## config.mk

```make
export PLATFORM = sky130hd
export DESIGN_NAME = uart_rx_core
export DESIGN_NICKNAME = d
export VERILOG_FILES = /design/src/rtl/uart_pkg.sv /design/src/rtl/uart_rx_edge_bit_cnt.sv /design/src/rtl/uart_rx_core.sv
export SDC_FILE = /design/constraint.sdc
export NUM_CORES = 1
export LEC_CHECK = 0
export BUFFER_PORTS_ARGS = -buffer_cell sky130_fd_sc_hd__buf_2
export CAP_MARGIN = 40
export CORE_MARGIN = 2
export CORE_UTILIZATION = 40
export CTS_CLUSTER_DIAMETER = 30
export CTS_CLUSTER_SIZE = 30
export DETAILED_ROUTE_END_ITERATION = 12
export SYNTH_ARGS = -nofsm -noshare
export SYNTH_HDL_FRONTEND = slang
export SYNTH_SLANG_ARGS = --single-unit
export TNS_END_PERCENT = 50
```

## constraint.sdc

```tcl
create_clock -name CLK -period 4 [get_ports CLK]
set_clock_uncertainty 0.05 [all_clocks]
set_input_delay 0.8 -clock CLK [delete_from_list [all_inputs] [get_ports CLK]]
set_output_delay 0.8 -clock CLK [all_outputs]
set_load 0.005 [all_outputs]
```

## src/rtl/uart_pkg.sv

```systemverilog
// Shared UART definitions: receiver state encoding, parity selectors and legal prescale ratios.
package uart_pkg;

    typedef enum logic [2:0] {
        ST_IDLE   = 3'd0,
        ST_START  = 3'd1,
        ST_DATA   = 3'd2,
        ST_PARITY = 3'd3,
        ST_STOP   = 3'd4
    } rx_state_e;

    localparam logic PAR_EVEN = 1'b0;
    localparam logic PAR_ODD  = 1'b1;

    localparam int PRESC_8  = 8;
    localparam int PRESC_16 = 16;
    localparam int PRESC_32 = 32;

    function automatic logic maj3(input logic a, input logic b, input logic c);
        return (a & b) | (a & c) | (b & c);
    endfunction

endpackage

```

## src/rtl/uart_rx_edge_bit_cnt.sv

```systemverilog
// Oversample position counter: edge_cnt runs 0..Prescale-1 per bit and bumps bit_cnt on wrap.
module uart_rx_edge_bit_cnt #(
    parameter int PRESC_W = 6,
    parameter int CNT_W   = 4
) (
    input  logic               CLK,
    input  logic               RST,
    input  logic               en_i,
    input  logic [PRESC_W-1:0] prescale_i,
    output logic [PRESC_W-1:0] edge_cnt_o,
    output logic [CNT_W-1:0]   bit_cnt_o,
    output logic               bit_end_o
);

    logic [PRESC_W-1:0] edge_q;
    logic [CNT_W-1:0]   bit_q;
    logic               at_wrap;

    assign at_wrap = (edge_q == (prescale_i - PRESC_W'(1)));

    // Disabled means IDLE: both counters sit at zero so a new frame starts cleanly.
    always_ff @(posedge CLK) begin
        if (RST || !en_i) begin
            edge_q <= '0;
            bit_q  <= '0;
        end else if (at_wrap) begin
            edge_q <= '0;
            bit_q  <= bit_q + CNT_W'(1);
        end else begin
            edge_q <= edge_q + PRESC_W'(1);
        end
    end

    assign edge_cnt_o = edge_q;
    assign bit_cnt_o  = bit_q;
    assign bit_end_o  = en_i && at_wrap;

endmodule

```

## src/rtl/uart_rx_core.sv

```systemverilog
// Oversampling UART receiver (start, DATA_WIDTH bits LSB first, optional parity, stop).
// Define UART_RX_MAJORITY_EN for 2-of-3 majority sampling around the bit centre.
module uart_rx_core
    import uart_pkg::*;
#(
    parameter int DATA_WIDTH = 8,
    parameter int PRESC_W    = 6
) (
    input  logic                  CLK,
    input  logic                  RST,
    input  logic                  RX_IN,
    input  logic                  PAR_EN,
    input  logic                  PAR_TYP,
    input  logic [PRESC_W-1:0]    Prescale,
    output logic [DATA_WIDTH-1:0] P_DATA,
    output logic                  Data_Valid,
    output logic                  parity_error,
    output logic                  stop_error
);

    localparam int CNT_W = $clog2(DATA_WIDTH + 4);

    rx_state_e             state_q;
    logic [DATA_WIDTH-1:0] data_q;
    logic [DATA_WIDTH-1:0] p_data_q;
    logic                  par_err_q;
    logic                  sample_q;
    logic                  dv_q;
    logic                  pe_q;
    logic                  se_q;

    logic [PRESC_W-1:0]    edge_cnt;
    logic [CNT_W-1:0]      bit_cnt;
    logic                  bit_end;
    logic                  cnt_en;
    logic [PRESC_W-1:0]    pt_mid;
    logic [PRESC_W-1:0]    pt_latch;
    logic                  bit_val;

    assign cnt_en   = (state_q != ST_IDLE);
    assign pt_mid   = Prescale >> 1;
    assign pt_latch = pt_mid + PRESC_W'(1);

    uart_rx_edge_bit_cnt #(
        .PRESC_W (PRESC_W),
        .CNT_W   (CNT_W)
    ) u_cnt (
        .CLK        (CLK),
        .RST        (RST),
        .en_i       (cnt_en),
        .prescale_i (Prescale),
        .edge_cnt_o (edge_cnt),
        .bit_cnt_o  (bit_cnt),
        .bit_end_o  (bit_end)
    );

`ifdef UART_RX_MAJORITY_EN
    logic [1:0]         smp_q;
    logic [PRESC_W-1:0] pt_early;

    assign pt_early = pt_mid - PRESC_W'(1);

    always_ff @(posedge CLK) begin
        if (RST) begin
            smp_q <= '0;
        end else begin
            if (edge_cnt == pt_early) smp_q[0] <= RX_IN;
            if (edge_cnt == pt_mid)   smp_q[1] <= RX_IN;
        end
    end

    // Third vote is the live line value on the latch cycle.
    assign bit_val = maj3(smp_q[0], smp_q[1], RX_IN);
`else
    logic smp_q;

    always_ff @(posedge CLK) begin
        if (RST) begin
            smp_q <= 1'b1;
        end else if (edge_cnt == pt_mid) begin
            smp_q <= RX_IN;
        end
    end

    assign bit_val = smp_q;
`endif

    always_ff @(posedge CLK) begin
        if (RST) begin
            sample_q <= 1'b1;
        end else if (cnt_en && (edge_cnt == pt_latch)) begin
            sample_q <= bit_val;
        end
    end

    // state  | meaning
    // IDLE   | line idle, waiting for a low level
    // START  | start bit; a high sample means glitch, back to IDLE
    // DATA   | shift DATA_WIDTH samples in LSB first
    // PARITY | compare sample against expected parity
    // STOP   | stop bit; outcome pulse registered on exit
    always_ff @(posedge CLK) begin
        if (RST) begin
            state_q   <= ST_IDLE;
            data_q    <= '0;
            p_data_q  <= '0;
            par_err_q <= 1'b0;
            dv_q      <= 1'b0;
            pe_q      <= 1'b0;
            se_q      <= 1'b0;
        end else begin
            dv_q <= 1'b0;
            pe_q <= 1'b0;
            se_q <= 1'b0;
            case (state_q)
                ST_IDLE: begin
                    if (!RX_IN) begin
                        state_q   <= ST_START;
                        par_err_q <= 1'b0;
                    end
                end
                ST_START: begin
                    if (bit_end) begin
                        state_q <= sample_q ? ST_IDLE : ST_DATA;
                    end
                end
                ST_DATA: begin
                    if (bit_end) begin
                        data_q <= {sample_q, data_q[DATA_WIDTH-1:1]};
                        if (bit_cnt == CNT_W'(DATA_WIDTH)) begin
                            state_q <= PAR_EN ? ST_PARITY : ST_STOP;
                        end
                    end
                end
                ST_PARITY: begin
                    if (bit_end) begin
                        par_err_q <= sample_q ^ (^data_q) ^ PAR_TYP;
                        state_q   <= ST_STOP;
                    end
                end
                ST_STOP: begin
                    if (bit_end) begin
                        state_q <= ST_IDLE;
                        if (!sample_q) begin
                            se_q <= 1'b1;
                        end else if (par_err_q) begin
                            pe_q <= 1'b1;
                        end else begin
                            dv_q     <= 1'b1;
                            p_data_q <= data_q;
                        end
                    end
                end
                default: state_q <= ST_IDLE;
            endcase
        end
    end

    assign P_DATA       = p_data_q;
    assign Data_Valid   = dv_q;
    assign parity_error = pe_q;
    assign stop_error   = se_q;

endmodule

```

-- Yosys cells after proc, flatten, opt, wreduce, memory -nomap -nowiden
Cells that the tools add are included.
W data, S select, Z words.
- $lt $le $gt $ge: 0
- reductions and logical operators: 15
- shift operators: 0
- divide/modulo/power cells: 0
- bitwise logic cells: 6
- equality and inequality tests: 14
- multiplexer cells: 15
- multiply operators: 0
- add/sub/neg operators: 4
- operators with widths (operator ; count):
    $mux W3 ; 7
    $pmux W3 S5 ; 1
    $eq A6 B6 Y1 ; 2
    $ne A2 B2 Y1 const B ; 6
    $reduce_xor A8 Y1 ; 1
    $add A5 B1 Y6 const B ; 1
    $add A6 B1 Y6 const B ; 1
    $eq A3 B2 Y1 const B ; 2
    $eq A6 B5 Y1 ; 1
    $reduce_and A6 Y1 ; 1
    $sub A6 B1 Y6 const B ; 1
    $mux W1 ; 5
    $add A4 B1 Y4 const B ; 1
    $eq A4 B4 Y1 const B ; 1
    $not A1 Y1 ; 4
    $reduce_and A4 Y1 ; 1
    $reduce_or A4 Y1 ; 1
    $eq A3 B1 Y1 const B ; 1
    $eq A3 B3 Y1 const B ; 1
    $logic_not A3 Y1 ; 1
    $reduce_and A3 Y1 ; 1
    $reduce_bool A3 Y1 ; 1
    $reduce_or A3 Y1 ; 1
    $logic_and A1 B1 Y1 ; 2
    8 further kinds ; 9
- memories: 0
- bits in latches: 0
- memory bits (writable): 0
- input bits: 11
- logic and storage cells: 65
- memory bits (read-only): 0
- flip-flop bits (word level): 35
- output and inout bits: 11

-- Depth between registers and ports, before layout
- depth in word-level cells: 5
- depth in mapped cells: 9
- mapped depth without buffers: 7

-- Hierarchy
A second synthesis with hierarchy kept.
- cell total of the unflattened synthesis: 211
- area total of the unflattened synthesis: 1923.1 µm²
- by module, submodules not included (module ; times used ; seq. area each (µm²) ; area an instance (µm²) ; cells each):
    uart_rx_core ; 1 ; 500.5 ; 1295.0 ; 141
    uart_rx_edge_bit_cnt ; 1 ; 200.2 ; 628.1 ; 70

-- Worst setup path before layout
No wires, ideal clock.
- path kind: input port to flip-flop
- from: input Prescale[0]
- to: register par_err_q
- arrival: 2.039 ns
- slack: 1.820 ns
- buffers on the path: 1
- library setup time: 0.091 ns
- stages: 8
- cell sequence: inv_1 ha_1 xnor2_1 nor2_1 and2_4 buf_6 a41oi_1 a311oi_1
- word-level cells in the longest chain between the ends: 5
- ends and longest elaborated chain (element ; line ; RTL):
    from (decl) ; uart_rx_core.sv:14 ; input logic [PRESC_W-1:0] Prescale,
    $sub A6 B1 Y6 ; uart_rx_edge_bit_cnt.sv:19 ; assign at_wrap = (edge_q == (prescale_i - PRESC_W'(1)));
    $eq A6 B6 Y1 ; uart_rx_edge_bit_cnt.sv:19 ;
    $logic_and A1 B1 Y1 ; uart_rx_edge_bit_cnt.sv:36 ; assign bit_end_o = en_i && at_wrap;
    $ne A2 B2 Y1 (no source line) ; - ;
    $reduce_and A3 Y1 (no source line) ; - ;
    to (signal assigned) ; uart_rx_core.sv:137 ; par_err_q <= sample_q ^ (^data_q) ^ PAR_TYP;
    to (decl) ; uart_rx_core.sv:26 ; logic par_err_q;
No other way between the ends.
A chain may end at the register's enable or synchronous reset.

-- Final worst setup path
- from: input Prescale[2]
- to: register state_q[1]
- word-level cells in the longest chain between the ends: 5
- ends and longest elaborated chain (element ; line ; RTL):
    $sub A6 B1 Y6 (*) ; uart_rx_edge_bit_cnt.sv:19 ;
    $eq A6 B6 Y1 (*) ; uart_rx_edge_bit_cnt.sv:19 ;
    $logic_and A1 B1 Y1 (*) ; uart_rx_edge_bit_cnt.sv:36 ;
    $ne A2 B2 Y1 (no source line) ; - ;
    $reduce_and A6 Y1 (no source line) (*) ; - ;
    to (signal assigned) ; uart_rx_core.sv:124 ; state_q <= sample_q ? ST_IDLE : ST_DATA;
    to (signal assigned) ; uart_rx_core.sv:131 ; state_q <= PAR_EN ? ST_PARITY : ST_STOP;
    to (decl) ; uart_rx_core.sv:23 ; rx_state_e state_q;
Mark *: on every way between the ends. The rest lies on a longest branch, timed or not.

==> results.py <==
metrics = {
    "synthesis": {
        "syn_area_um2": 2026,
        "yosysWarnings": 0,
        "synthCells": 224,
        "yosysSeqAreaShare_pct": 34.59,
        "ys_seq_elements": 35,
        "synth_top_flop_cell": "dfxtp_1",
        "async_flop_share_pct": 0,
        "syn_area_per_cell_um2": 9.043,
        "synth_edf_count": 0,
        "synth_cell_types": 51,
        "syn-num-nets": 241,
    },
    "power_and_ir_drop": {
        "clkPwrFrac_pct": 46.3,
        "pwr-share-comb_pct": 10.0,
        "p_switching_mw": 0.1860,
        "internal-power_mw": 0.6311,
        "swShare_pct": 22.76,
        "p_seq_share_pct": 43.6,
        "irDropWorstVdd_mv": 0.2412,
        "leakage_nw": 0.8649,
        "power.density_nw_per_um2": 361.0,
    },
    "clock_tree": {
        "ctsHoldBuffers": 0,
        "clkTransAtPathRegs_ps": 70,
        "post-cts-setup-buffers": 0,
        "clock-sinks": 35,
        "cts_buffers": 5,
        "ctsLongestPathBuffers": 2,
        "cts.repair.resized": 0,
        "clock_latency_ps": 290,
        "htree_levels": 2,
        "root_buffer": "clkbuf_8",
        "cts_tree": "yes",
    },
    "timing": {
        "max-slew-margin-rel_pct": 46.90,
        "rsz0062_at_grt": "no",
        "setup_slack_ps": 1344,
        "whs_ps": 417.2,
        "slew_viol_final": 0,
        "layout_worst_path_cycle_share_pct": 66.40,
        "finalSetupTns_ps": 0,
        "min_period_ps": 2656,
        "setup_viol": 0,
        "hold_viol": 0,
        "fmax_mhz": 376.5,
        "max_slew.worst_pin.slew_ps": 796.5,
    },
    "worst_setup_path": {
        "crit_chain": "buf_2 > inv_1 > ha_1 > nor4b_4 > xnor2_1 > and3_1 > a31oi_1 > a2111oi_2",
        "cp_slowest_cell": "and3_1",
        "crit_path_end_kind": "flop",
        "crit_family": "simple AND/OR/NAND/NOR gates",
        "worstPathRequired_ps": 4140,
        "critPathKind": "in2reg",
        "critPathLaunchType": "primary input",
        "critPathMaxStageDelay_ps": 700,
        "cp.buffers_inverters": 2,
        "cp_max_fo": 20,
        "crit_arrival_ps": 2790,
    },
    "detailed_routing": {
        "drt-initial-drc-count": 66,
        "via_count": 1590,
        "viasPerCell": 5.179,
        "first_pass_iters": 4,
        "ant_nets": 0,
        "wirelength_um": 4101,
        "wl_per_cell_um": 13.36,
        "drcViolationCount": 0,
    },
    "run": {
        "maxCapViolCount": 0,
    },
    "die": {
        "ios": 22,
        "design.core.area_um2": 4817,
        "placementRows": 25,
        "die-area_um2": 5650,
        "start_util_pct": 42.05,
        "die_x_um": 75.17,
        "die_h_um": 75.17,
    },
    "grt": {
        "grt_use_total_pct": 16.64,
        "grt_max_degree": 27,
        "grt_pass1_wl_um": 7100,
        "grt_pass1_vias": 1469,
        "antenna_found_initial": 0,
        "overflow": 0,
    },
    "min_path": {
        "worstHoldPathType": "reg2reg",
    },
    "layout": {
        "final_nets": 256,
        "areaGrowthSynthToFinish_pct": 11.74,
        "n_antenna_cell": 0,
        "final_common_cell": "dfxtp_1",
        "final_cell_mix": "dfxtp_1, buf_2, xnor2_1",
        "drive_above_1_share_pct": 16.25,
    },
    "place": {
        "port_buffers": 21,
        "dp_slack_ps": 1063,
        "dpl.hpwl_um": 2913,
        "gp_congestion": 0.7746,
    },
    "run_status": {
        "outcome": "completed",
    },
}
[cell type report]
class / instances / area, um2
Multi-Input combinational cell: 166 / 1204
Clock buffer: 6 / 72.57
Tap cell: 67 / 83.83
Timing Repair Buffer: 21 / 105.1
Inverter: 10 / 37.54
Sequential cell: 35 / 700.7
Fill cell: 493 / 2554
Clock inverter: 2 / 60.06
[kinds of logic (layout without fill, tap and decap cells)]
kind of cell | count (synthesis) | after routing | share of synthesized area, %
and+or+nand+nor | 74 | 74 | 22.11
AOI/OAI and AO/OA | 47 | 47 | 15.50
DFF | 35 | 35 | 34.59
xor gates and xnor gates | 31 | 31 | 14.14
buffers and inverters | 23 | 39 | 5.991
muxes | 8 | 8 | 3.953
adders and majority gates | 6 | 6 | 3.706
[power by group through the flow]
stage	clock network, mW	logic (mW)	registers [mW]
after floorplan	0	0.0668	0.363
after global placement	0	0.0812	0.365
after detailed placement	0	0.0820	0.365
after CTS	0.389	0.0823	0.356
after global routing	0.406	0.0918	0.357
final	0.378	0.0820	0.357
[registers in the layout, summed over array words and instances, names as in the netlist]
name,flops
Data_Valid,1
P_DATA,8
bit_val,1
data_q,8
par_err_q,1
parity_error,1
sample_q,1
state_q,3
stop_error,1
u_cnt.bit_cnt_o,4
u_cnt.edge_cnt_o,6
[Yosys cell counts (8+ instances only)]
cell type  number  share of area, %
inv_1          10               1.9
nor2_1          8               1.5
xnor2_1        18               7.8
xor2_1         11               4.8
dfxtp_1        35                35
nor3_1         10               2.5
nand3_1        15               3.7
nand2b_1       10               3.1
o21ai_0        13               3.2
mux2i_1         8               4.0
a21oi_1        11               2.7
[final timing paths]
check / startpoint / endpoint / slack, ps / depth (start not counted)
worst max-delay path: Prescale[2] / state_q[1] / 1340 / 8
worst min-delay path: par_err_q / parity_error / 420 / 2
worst max register to register: u_cnt.edge_cnt_o[3] / state_q[1] / 1730 / 5
worst min register to register: par_err_q / parity_error / 420 / 2
[worst reg2reg max path, delay by kind of cell, from the launching register on]
kind	cells	cell delay, ps
compound gates	2	550
xor+xnor	2	360
simple gates	1	710
flops	1	520
[layer usage]
metal	part of all wire, %	vias to the layer above	track usage (%)
met4	1.4	0	6.238
li1	-	823	-
met3	3.9	8	3.748
met1	48	733	22.73
met2	47	26	25.63
met5	0	-	0
[metrics by stage]
| stage | util (%) | cells | area, um2 | total power, mW |
|---|---|---|---|---|
| finish | 46.99 | 307 | 2263 | 0.8171 |
| global route | 46.99 | 307 | 2263 | 0.8548 |
| CTS | 46.99 | 307 | 2263 | 0.8277 |
| detailed placement | 44.23 | 299 | 2131 | 0.4466 |
| global placement | 44.23 | 299 | 2131 | 0.4458 |
| floorplan | - | 224 | 2026 | 0.4297 |
No activity file was read; power rests on OpenSTA's default activity.
